--- src/rtl/ram_2r1w_if.sv ---
// ---------------------------------------------------------------------------
// ram_2r1w_if : bus bundle for the two-read / one-write RAM.
//
// Groups the write port, both read ports and the busy flag so that the RAM
// and its user connect through a single interface instance.
//   we / waddr / wdata / wstrb : write request, address, data, byte enables
//   re0 / raddr0               : read request and address, port 0
//   re1 / raddr1               : read request and address, port 1
//   rdata0 / rvalid0           : registered read data and valid, port 0
//   rdata1 / rvalid1           : registered read data and valid, port 1
//   busy                       : high while the memory-clear sweep runs
// Modports: master = the user of the RAM, slave = the RAM itself.
// ---------------------------------------------------------------------------
interface ram_2r1w_if #(
   parameter int DATA_W = 32,
   parameter int ADDR_W = 5
);
   logic                  we;
   logic [ADDR_W-1:0]     waddr;
   logic [DATA_W-1:0]     wdata;
   logic [DATA_W/8-1:0]   wstrb;
   logic                  re0;
   logic [ADDR_W-1:0]     raddr0;
   logic                  re1;
   logic [ADDR_W-1:0]     raddr1;
   logic [DATA_W-1:0]     rdata0;
   logic                  rvalid0;
   logic [DATA_W-1:0]     rdata1;
   logic                  rvalid1;
   logic                  busy;

   modport master (
      output we, waddr, wdata, wstrb,
      output re0, raddr0, re1, raddr1,
      input  rdata0, rvalid0, rdata1, rvalid1, busy
   );

   modport slave (
      input  we, waddr, wdata, wstrb,
      input  re0, raddr0, re1, raddr1,
      output rdata0, rvalid0, rdata1, rvalid1, busy
   );
endinterface

--- src/rtl/ram_2r1w.sv ---
// ---------------------------------------------------------------------------
// ram_2r1w : register-file style RAM with one byte-masked write port and two
// independent registered read ports.
//
// After reset the block sweeps every entry to zero (INIT, busy=1) and then
// serves requests (READY). Reads have one cycle of latency; a read that hits
// the address being written on the same edge returns the merged new word.
// With ZERO_REG set, entry 0 always reads as zero and writes to it are lost.
//
// Ports:
//   clk : clock, all state changes on the rising edge
//   rst : asynchronous, active-high reset (restarts the clear sweep)
//   bus : ram_2r1w_if.slave (write port, two read ports, busy)
// ---------------------------------------------------------------------------
module ram_2r1w #(
   parameter int DATA_W   = 32,
   parameter int ADDR_W   = 5,
   parameter int ZERO_REG = 1
) (
   input logic        clk,
   input logic        rst,
   ram_2r1w_if.slave  bus
);

   localparam int                 DEPTH    = 1 << ADDR_W;
   localparam int                 NB       = DATA_W / 8;
   localparam logic [ADDR_W-1:0]  CLR_LAST = ADDR_W'(DEPTH - 1);
   localparam logic [ADDR_W-1:0]  ADDR_Z   = {ADDR_W{1'b0}};
   localparam logic [DATA_W-1:0]  WORD_Z   = {DATA_W{1'b0}};
   localparam logic [NB-1:0]      STRB_Z   = {NB{1'b0}};

   typedef enum logic [0:0] {
      ST_INIT  = 1'b0,
      ST_READY = 1'b1
   } state_t;

   // Byte-lane merge: lanes with a set strobe come from new_w, others from old_w.
   function automatic logic [DATA_W-1:0] merge_bytes(
      input logic [DATA_W-1:0] old_w,
      input logic [DATA_W-1:0] new_w,
      input logic [NB-1:0]     strb
   );
      logic [DATA_W-1:0] res;
      res = old_w;
      for (int b = 0; b < NB; b++) begin
         if (strb[b]) begin
            res[8*b +: 8] = new_w[8*b +: 8];
         end else begin
            res[8*b +: 8] = old_w[8*b +: 8];
         end
      end
      return res;
   endfunction

   state_t              state_r;
   state_t              state_nxt_s;
   logic [ADDR_W-1:0]   clr_cnt_r;
   logic [ADDR_W-1:0]   clr_cnt_nxt_s;
   logic                busy_r;
   logic                busy_nxt_s;

   logic [DATA_W-1:0]   mem_r [DEPTH];
   logic                mem_we_s;
   logic [ADDR_W-1:0]   mem_waddr_s;
   logic [DATA_W-1:0]   mem_wdata_s;

   logic                zero_waddr_s;
   logic                user_wr_s;
   logic [DATA_W-1:0]   wr_word_s;
   logic [DATA_W-1:0]   rd0_word_s;
   logic [DATA_W-1:0]   rd1_word_s;

   logic [DATA_W-1:0]   rdata0_r;
   logic [DATA_W-1:0]   rdata1_r;
   logic                rvalid0_r;
   logic                rvalid1_r;

   // User write qualification and the merged word it would store.
   always_comb begin
      zero_waddr_s = 1'b0;
      user_wr_s    = 1'b0;
      wr_word_s    = merge_bytes(mem_r[bus.waddr], bus.wdata, bus.wstrb);
      if ((ZERO_REG != 0) && (bus.waddr == ADDR_Z)) begin
         zero_waddr_s = 1'b1;
      end else begin
         zero_waddr_s = 1'b0;
      end
      if (bus.we && (bus.wstrb != STRB_Z) && !zero_waddr_s) begin
         user_wr_s = 1'b1;
      end else begin
         user_wr_s = 1'b0;
      end
   end

   // Control FSM next state, clear counter and memory write-port mux.
   always_comb begin
      state_nxt_s   = state_r;
      clr_cnt_nxt_s = clr_cnt_r;
      busy_nxt_s    = 1'b1;
      mem_we_s      = 1'b0;
      mem_waddr_s   = clr_cnt_r;
      mem_wdata_s   = WORD_Z;
      case (state_r)
         ST_INIT: begin
            // Sweep one entry per cycle; user requests are ignored here.
            mem_we_s    = 1'b1;
            mem_waddr_s = clr_cnt_r;
            mem_wdata_s = WORD_Z;
            if (clr_cnt_r == CLR_LAST) begin
               state_nxt_s   = ST_READY;
               clr_cnt_nxt_s = ADDR_Z;
               busy_nxt_s    = 1'b0;
            end else begin
               state_nxt_s   = ST_INIT;
               clr_cnt_nxt_s = clr_cnt_r + ADDR_W'(1);
               busy_nxt_s    = 1'b1;
            end
         end
         ST_READY: begin
            busy_nxt_s = 1'b0;
            if (user_wr_s) begin
               mem_we_s    = 1'b1;
               mem_waddr_s = bus.waddr;
               mem_wdata_s = wr_word_s;
            end else begin
               mem_we_s    = 1'b0;
            end
         end
         default: begin
            state_nxt_s   = ST_INIT;
            clr_cnt_nxt_s = ADDR_Z;
            busy_nxt_s    = 1'b1;
            mem_we_s      = 1'b0;
         end
      endcase
   end

   // Read-data selection: entry 0 forced to zero, then same-edge write bypass.
   always_comb begin
      rd0_word_s = mem_r[bus.raddr0];
      rd1_word_s = mem_r[bus.raddr1];
      if ((ZERO_REG != 0) && (bus.raddr0 == ADDR_Z)) begin
         rd0_word_s = WORD_Z;
      end else if (bus.we && (bus.waddr == bus.raddr0)) begin
         rd0_word_s = wr_word_s;
      end else begin
         rd0_word_s = mem_r[bus.raddr0];
      end
      if ((ZERO_REG != 0) && (bus.raddr1 == ADDR_Z)) begin
         rd1_word_s = WORD_Z;
      end else if (bus.we && (bus.waddr == bus.raddr1)) begin
         rd1_word_s = wr_word_s;
      end else begin
         rd1_word_s = mem_r[bus.raddr1];
      end
   end

   // FSM state, clear counter and busy flag registers.
   always_ff @(posedge clk or posedge rst) begin
      if (rst) begin
         state_r   <= ST_INIT;
         clr_cnt_r <= ADDR_Z;
         busy_r    <= 1'b1;
      end else begin
         state_r   <= state_nxt_s;
         clr_cnt_r <= clr_cnt_nxt_s;
         busy_r    <= busy_nxt_s;
      end
   end

   // Storage array: no reset, zeroed only by the INIT sweep.
   always_ff @(posedge clk) begin
      if (mem_we_s && !rst) begin
         mem_r[mem_waddr_s] <= mem_wdata_s;
      end
   end

   // Registered read ports: valid pulses per request, data holds when idle.
   always_ff @(posedge clk or posedge rst) begin
      if (rst) begin
         rvalid0_r <= 1'b0;
         rvalid1_r <= 1'b0;
         rdata0_r  <= WORD_Z;
         rdata1_r  <= WORD_Z;
      end else if (state_r == ST_READY) begin
         rvalid0_r <= bus.re0;
         rvalid1_r <= bus.re1;
         if (bus.re0) begin
            rdata0_r <= rd0_word_s;
         end
         if (bus.re1) begin
            rdata1_r <= rd1_word_s;
         end
      end else begin
         rvalid0_r <= 1'b0;
         rvalid1_r <= 1'b0;
      end
   end

   assign bus.rdata0  = rdata0_r;
   assign bus.rdata1  = rdata1_r;
   assign bus.rvalid0 = rvalid0_r;
   assign bus.rvalid1 = rvalid1_r;
   assign bus.busy    = busy_r;

endmodule

--- src/flat_wrapper.sv ---
// flat-port wrapper written by rule: the top's interface ports become plain ports
module ram_2r1w_flat 
#(
   parameter int DATA_W   = 32,
   parameter int ADDR_W   = 5,
   parameter int ZERO_REG = 1
)
  (clk, rst, bus_we, bus_waddr, bus_wdata, bus_wstrb, bus_re0, bus_raddr0, bus_re1, bus_raddr1, bus_rdata0, bus_rvalid0, bus_rdata1, bus_rvalid1, bus_busy);
  ram_2r1w_if #(.DATA_W(DATA_W), .ADDR_W(ADDR_W)) bus_i ();
  input logic clk;
  input logic rst;
  input wire logic [$bits(bus_i.we)-1:0] bus_we;
  input wire logic [$bits(bus_i.waddr)-1:0] bus_waddr;
  input wire logic [$bits(bus_i.wdata)-1:0] bus_wdata;
  input wire logic [$bits(bus_i.wstrb)-1:0] bus_wstrb;
  input wire logic [$bits(bus_i.re0)-1:0] bus_re0;
  input wire logic [$bits(bus_i.raddr0)-1:0] bus_raddr0;
  input wire logic [$bits(bus_i.re1)-1:0] bus_re1;
  input wire logic [$bits(bus_i.raddr1)-1:0] bus_raddr1;
  output wire logic [$bits(bus_i.rdata0)-1:0] bus_rdata0;
  output wire logic [$bits(bus_i.rvalid0)-1:0] bus_rvalid0;
  output wire logic [$bits(bus_i.rdata1)-1:0] bus_rdata1;
  output wire logic [$bits(bus_i.rvalid1)-1:0] bus_rvalid1;
  output wire logic [$bits(bus_i.busy)-1:0] bus_busy;
  assign bus_i.we = bus_we;
  assign bus_i.waddr = bus_waddr;
  assign bus_i.wdata = bus_wdata;
  assign bus_i.wstrb = bus_wstrb;
  assign bus_i.re0 = bus_re0;
  assign bus_i.raddr0 = bus_raddr0;
  assign bus_i.re1 = bus_re1;
  assign bus_i.raddr1 = bus_raddr1;
  assign bus_rdata0 = bus_i.rdata0;
  assign bus_rvalid0 = bus_i.rvalid0;
  assign bus_rdata1 = bus_i.rdata1;
  assign bus_rvalid1 = bus_i.rvalid1;
  assign bus_busy = bus_i.busy;
  ram_2r1w #(.DATA_W(DATA_W), .ADDR_W(ADDR_W), .ZERO_REG(ZERO_REG)) u_core (.clk(clk), .rst(rst), .bus(bus_i));
endmodule
--- config.mk ---
export PLATFORM = sky130hd
export DESIGN_NAME = ram_2r1w_flat
export DESIGN_NICKNAME = d
export VERILOG_FILES = /design/src/rtl/ram_2r1w_if.sv /design/src/rtl/ram_2r1w.sv /design/src/flat_wrapper.sv
export SDC_FILE = /design/constraint.sdc
export NUM_CORES = 2
export LEC_CHECK = 0
export CORE_UTILIZATION = 40
export CTS_BUF_LIST = sky130_fd_sc_hd__clkbuf_4 sky130_fd_sc_hd__clkbuf_8
export CTS_CLUSTER_SIZE = 16
export DETAILED_ROUTE_END_ITERATION = 12
export PLACE_DENSITY = 0.62
export SYNTH_ARGS = -nofsm -noshare
export SYNTH_HDL_FRONTEND = slang
export SYNTH_SLANG_ARGS = --single-unit
--- constraint.sdc ---
create_clock -name clk -period 3.35 [get_ports clk]
set_clock_uncertainty 0.2 [all_clocks]
set_input_delay 0.335 -clock clk [delete_from_list [all_inputs] [get_ports clk]]
set_output_delay 0.335 -clock clk [all_outputs]
set_load 0.02 [all_outputs]
---- Word-level counts from Yosys, hierarchy flattened ----
Memories as Yosys holds them, arrays and structs flattened.
Cells that the tools add are included.
word-level totals
  flip-flop bits (word level) ............. 73
  RAM bits ................................ 1024
  bits of input ports ..................... 56
  output and inout port bits .............. 67
  word-level logic and storage cells ...... 51
  memories ................................ 1
memory list
  memory        depth  bits a word  read ports  clocked after memory_dff  wr ports  line            text
  u_core.mem_r  32     32           3           0                         1         ram_2r1w.sv:62  logic [DATA_W-1:0] mem_r [DEPTH];
cells by class
  add/sub/neg operators ................... 1
  eq/ne operators ......................... 3
  mux-type cells .......................... 25
  bitwise operators ....................... 1
  reductions and logical operators ........ 13
operator list
  operator                                                        number
  32-bit two-way mux                                              5
  32-bit case mux with 2 select lines                             1
  8-bit two-way mux                                               4
  5-bit zero test                                                 3
  5-bit equality test                                             2
  1-bit two-way mux                                               10
  5-bit two-way mux                                               2
  5-bit case mux with 2 select lines                              1
  5-bit by 1-bit adder with 5-bit output (second input constant)  1
  5-bit equality test (second input constant)                     1
  1-bit logical AND                                               5
  1-bit case mux with 2 select lines                              2
  2-bit AND reduction                                             2
  4-bit nonzero test                                              1
  1-bit zero test                                                 2
  1-bit inverter                                                  1

---- Depth between registers and ports, before layout ----
  depth in word-level cells ............... 10
  depth in mapped cells ................... 10
  depth with buffers taken out ............ 6

---- Worst setup path before layout ----
OpenSTA, ideal clock, no wires.
  path type ............................... in2reg
  start point ............................. input port rst
  end point ............................... memory u_core.mem_r[1][0] (enable)
  setup time .............................. 421 ps
  arrival ................................. 4201 ps
  data required time ...................... 2729 ps
  slack ................................... -1472 ps
  stages on the path ...................... 3
  buffers on the path ..................... 0
  cell sequence ........................... inv_1 o21ai_0 nor2_1
between the ends
  cells in the longest elaborated chain, start to end .. 4
RTL lines
  what                                     line                text
  start: declaration                       flat_wrapper.sv:11  input logic rst;
  1-bit zero test (no source line)         n/a
  1-bit logical AND                        ram_2r1w.sv:173     if (mem_we_s && !rst) begin
  1-bit two-way mux                        ram_2r1w.sv:173
  1-bit two-way mux (implied by the code)  ram_2r1w.sv:174     mem_r[mem_waddr_s] <= mem_wdata_s;
  end: declaration                         ram_2r1w.sv:62
No other way between the ends.

---- Final worst setup path ----
  start point ............................. register u_core.state_r
  end point ............................... memory u_core.mem_r[3][21] (enable)
between the ends
  cells in the longest elaborated chain, start to end .. 5
RTL lines
  what                                     line             text
  start: declaration                       ram_2r1w.sv:55   state_t state_r;
  start signal: assignment                 ram_2r1w.sv:165  state_r <= state_nxt_s;
  1-bit inverter                           ram_2r1w.sv:103  case (state_r)
  1-bit case mux with 2 select lines       ram_2r1w.sv:103
  1-bit logical AND                        ram_2r1w.sv:173
  1-bit two-way mux                        ram_2r1w.sv:173
  1-bit two-way mux (implied by the code)  ram_2r1w.sv:174
Several ways; a longest one is shown, not always the timed one.

==> impl_results.md <==
- F_max: 311.9 MHz
- Port buffer count: 122
- Area grow syn2layout: 20.21%
- Register area: 0.03258 mm^2
- Fin crit period: 3.207 ns
- Worst hold path type: in2reg
- Routed len/inst: 39.19 um
- Iteration-0 DRC count of the detailed router: 7047
- Yosys warnings: 0
- Routed Antenna Nets: 0
- Drt first pass iters: 6
- Worst setup path class: reg2reg
- Startpoint types: flip-flop
- Mapped Nets: 3384
- Netlist cell types: 74
- Power per cell area: 465.4 mW/mm^2
- Fill cells: 12090
- Hold Fails Final Rpt: 0
- GRT Util Overall: 30.94%
- I/O pin cnt: 123
- Post-synthesis sequential area ratio: 55.26%
- CP max FO: 10
- DRT Wirelength: 230800 um
- Max-cap check violation count: 0
- Initial Util: between 40% and 50%
- Main synth FF type: edfxtp_1
- Post-CTS resize count: 0
- Worst VDD drop: 0.2818 mV
- # setup viols final: 0
- Worst EP arrival: roughly 3.7 ns
- Syn Inst Count: 3326
- Total CTS buffers: 185
- Area after DPL: around 0.067 mm^2
- Yosys top cell area share: a little over half
- Syn Area/Cell: about 18 um^2
- Vert. Die Dim: 385.9 um
- Via/cell ratio: 7.036
- Commonest non-fill, non-tap cell in the layout: edfxtp_1
- Initial antenna violation count: 3
- Share of cells above drive strength 1: 40.49%
- Dpl hpwl: 152900 um
- DR vias: 41440
- Number of remaining DRC errors: 0
- TritonCTS clock tree: built
- Post-Syn Area: 0.05896 mm^2
- Status: complete, no violations
- Relative slew slack: 6.613%
- Die ar.: 0.1489 mm^2
- Total grt overflow: 0
- Final Cell Area: 0.07088 mm^2
- Core Box Area: 0.1459 mm^2
- Nets: 3856
- Final Slew Violations: 0
- Row count: 140
- Clock Latency Late Sink: 0.97 ns
- Hold buffers post-CTS: 12
- Area of the multi-input gates: 0.02501 mm^2
- Synth area leader: edfxtp_1
- Tcrit/Tclk final: 95.72%
- Post-CTS setup buffer count: 0
- Least-Margin Pin Slew: approximately 1.4 ns
- Most frequent cells in the layout: 1024 x edfxtp_1, 667 x mux4_2, 305 x mux2i_1, 296 x buf_4, 193 x clkbuf_8
- Die width: 385.9 um
- Number of synthesized flops with an enable pin: 1024
- Leakage: about 0.024 uW
- Critical Path RT: ~3.8 ns
- Root buffer cell: clkbuf_8
- Post-synth ARST share: 6.655%
- GPL Wtd Cong: 0.9495
- Largest net degree at the start of global routing: between 70 and 80
- Clk sinks: 1097
- Number of global-route vias before repair: roughly 40000
- First-pass GRT wire length: between 300000 and 400000 um
- H-tree depth: 4
- CTS Buffer Depth: 3
- RSZ-0062 raised after global routing: no
- Ranking of synthesized cells by area: edfxtp_1 52%, mux4_2 25%, mux2i_1 5.2%
- Seq cells post-synth: 1097
- Endpoint class of the critical path: flip-flop
- Post-Route Utilization: about half
- Clock Pin Slew Worst Setup and Hold Paths: ~0.060 ns
==> worst max-delay path, cell delays in order, from the launching register on <==
cell,delay [ns]
dfrtp_1,0.66
and2_1,0.26
o211ai_1,0.30
nor3_1,0.29
o21ai_1,0.17
nor2_4,0.78
buf_4,0.28
==> per-layer routing <==
metal,global-route usage (%),vias up,part of all wire (%)
met5,0,-,0
li1,-,15580,-
met3,8.299,662,12
met1,41.32,21710,37
met4,15.25,0,5.7
met2,46.74,3494,45
==> state kept, by name (all words and copies together) (netlist names) <==
name / cells
u_core.mem_r: 1024
u_core.bus.rvalid1: 1
u_core.bus.rdata0: 32
u_core.clr_cnt_r: 5
u_core.bus.rvalid0: 1
u_core.bus.busy: 1
u_core.bus.rdata1: 32
u_core.state_r: 1
==> final timing paths <==
kind | depth (start not counted) | end | start | slack (ns)
max reg2reg | 6 | u_core.mem_r[3][21] | u_core.state_r | 0.14
max in group asynchronous | 4 | u_core.bus.rdata1[25] | rst | 1.57
max | 6 | u_core.mem_r[3][21] | u_core.state_r | 0.14
min in group asynchronous | 3 | u_core.bus.rdata1[26] | rst | 0.14
min reg2reg | 2 | u_core.bus.rdata1[23] | u_core.bus.rdata1[23] | 0.30
min | 4 | u_core.bus.rdata1[25] | bus_wdata[25] | 0.06
==> power breakdown <==
part           leakage (uW)  internal, uW  total (uW)  switching [uW]
logic                0.0116          2000        4590            2590
registers            0.0102         15300       15400             146
clock network       0.00207          7000       13000            5960
total                0.0239         24300       33000            8690
==> cells by family after synthesis <==
| group | synth area share, % |
|---|---|
| flops | 55.26 |
| compound gates | 6.626 |
| mux | 32.24 |
| xor+xnor | 0.1485 |
| buf+inv | 2.948 |
| fa+ha+maj | 0.04244 |
| simple gates | 2.744 |
==> metrics by stage <==
step | setup TNS (ns) | hold WS, ns | setup slack (ns) | total power, uW | std cells
final | 0 | 0.05880 | 0.1434 | 32980 | 5890
after global placement | -59.65 | 0.2780 | -0.2645 | 20210 | 5516
after global routing | 0 | 0.1144 | 0.04648 | 33770 | 5880
after detailed placement | -43.17 | 0.2809 | -0.2121 | 20230 | 5516
after floorplan | 0 | 0.2647 | 0.002279 | 18170 | 3326
after CTS | 0 | 0.01969 | 0.2240 | 33000 | 5878
==> layout make-up <==
type | instances | area share (%)
Timing Repair Buffer | 592 | 9.672
Sequential cell | 1097 | 45.96
Multi-Input combinational cell | 1901 | 35.28
Inverter | 21 | 0.1165
Tap cell | 1917 | 3.384
Clock buffer | 246 | 4.309
Antenna cell | 12 | 0.04237
Clock inverter | 104 | 1.229
==> synthesized netlist by cell type, drive strengths merged (49+ instances only) <==
master,n
mux4,669
dfrtp,72
buf,199
edfxtp,1024
nand2,75
o22ai,118
a22oi,54
clkbuf,108
o221ai,49
nor2,95
mux2,78
mux2i,305
Note: power is estimated with default switching activity, not from simulation.
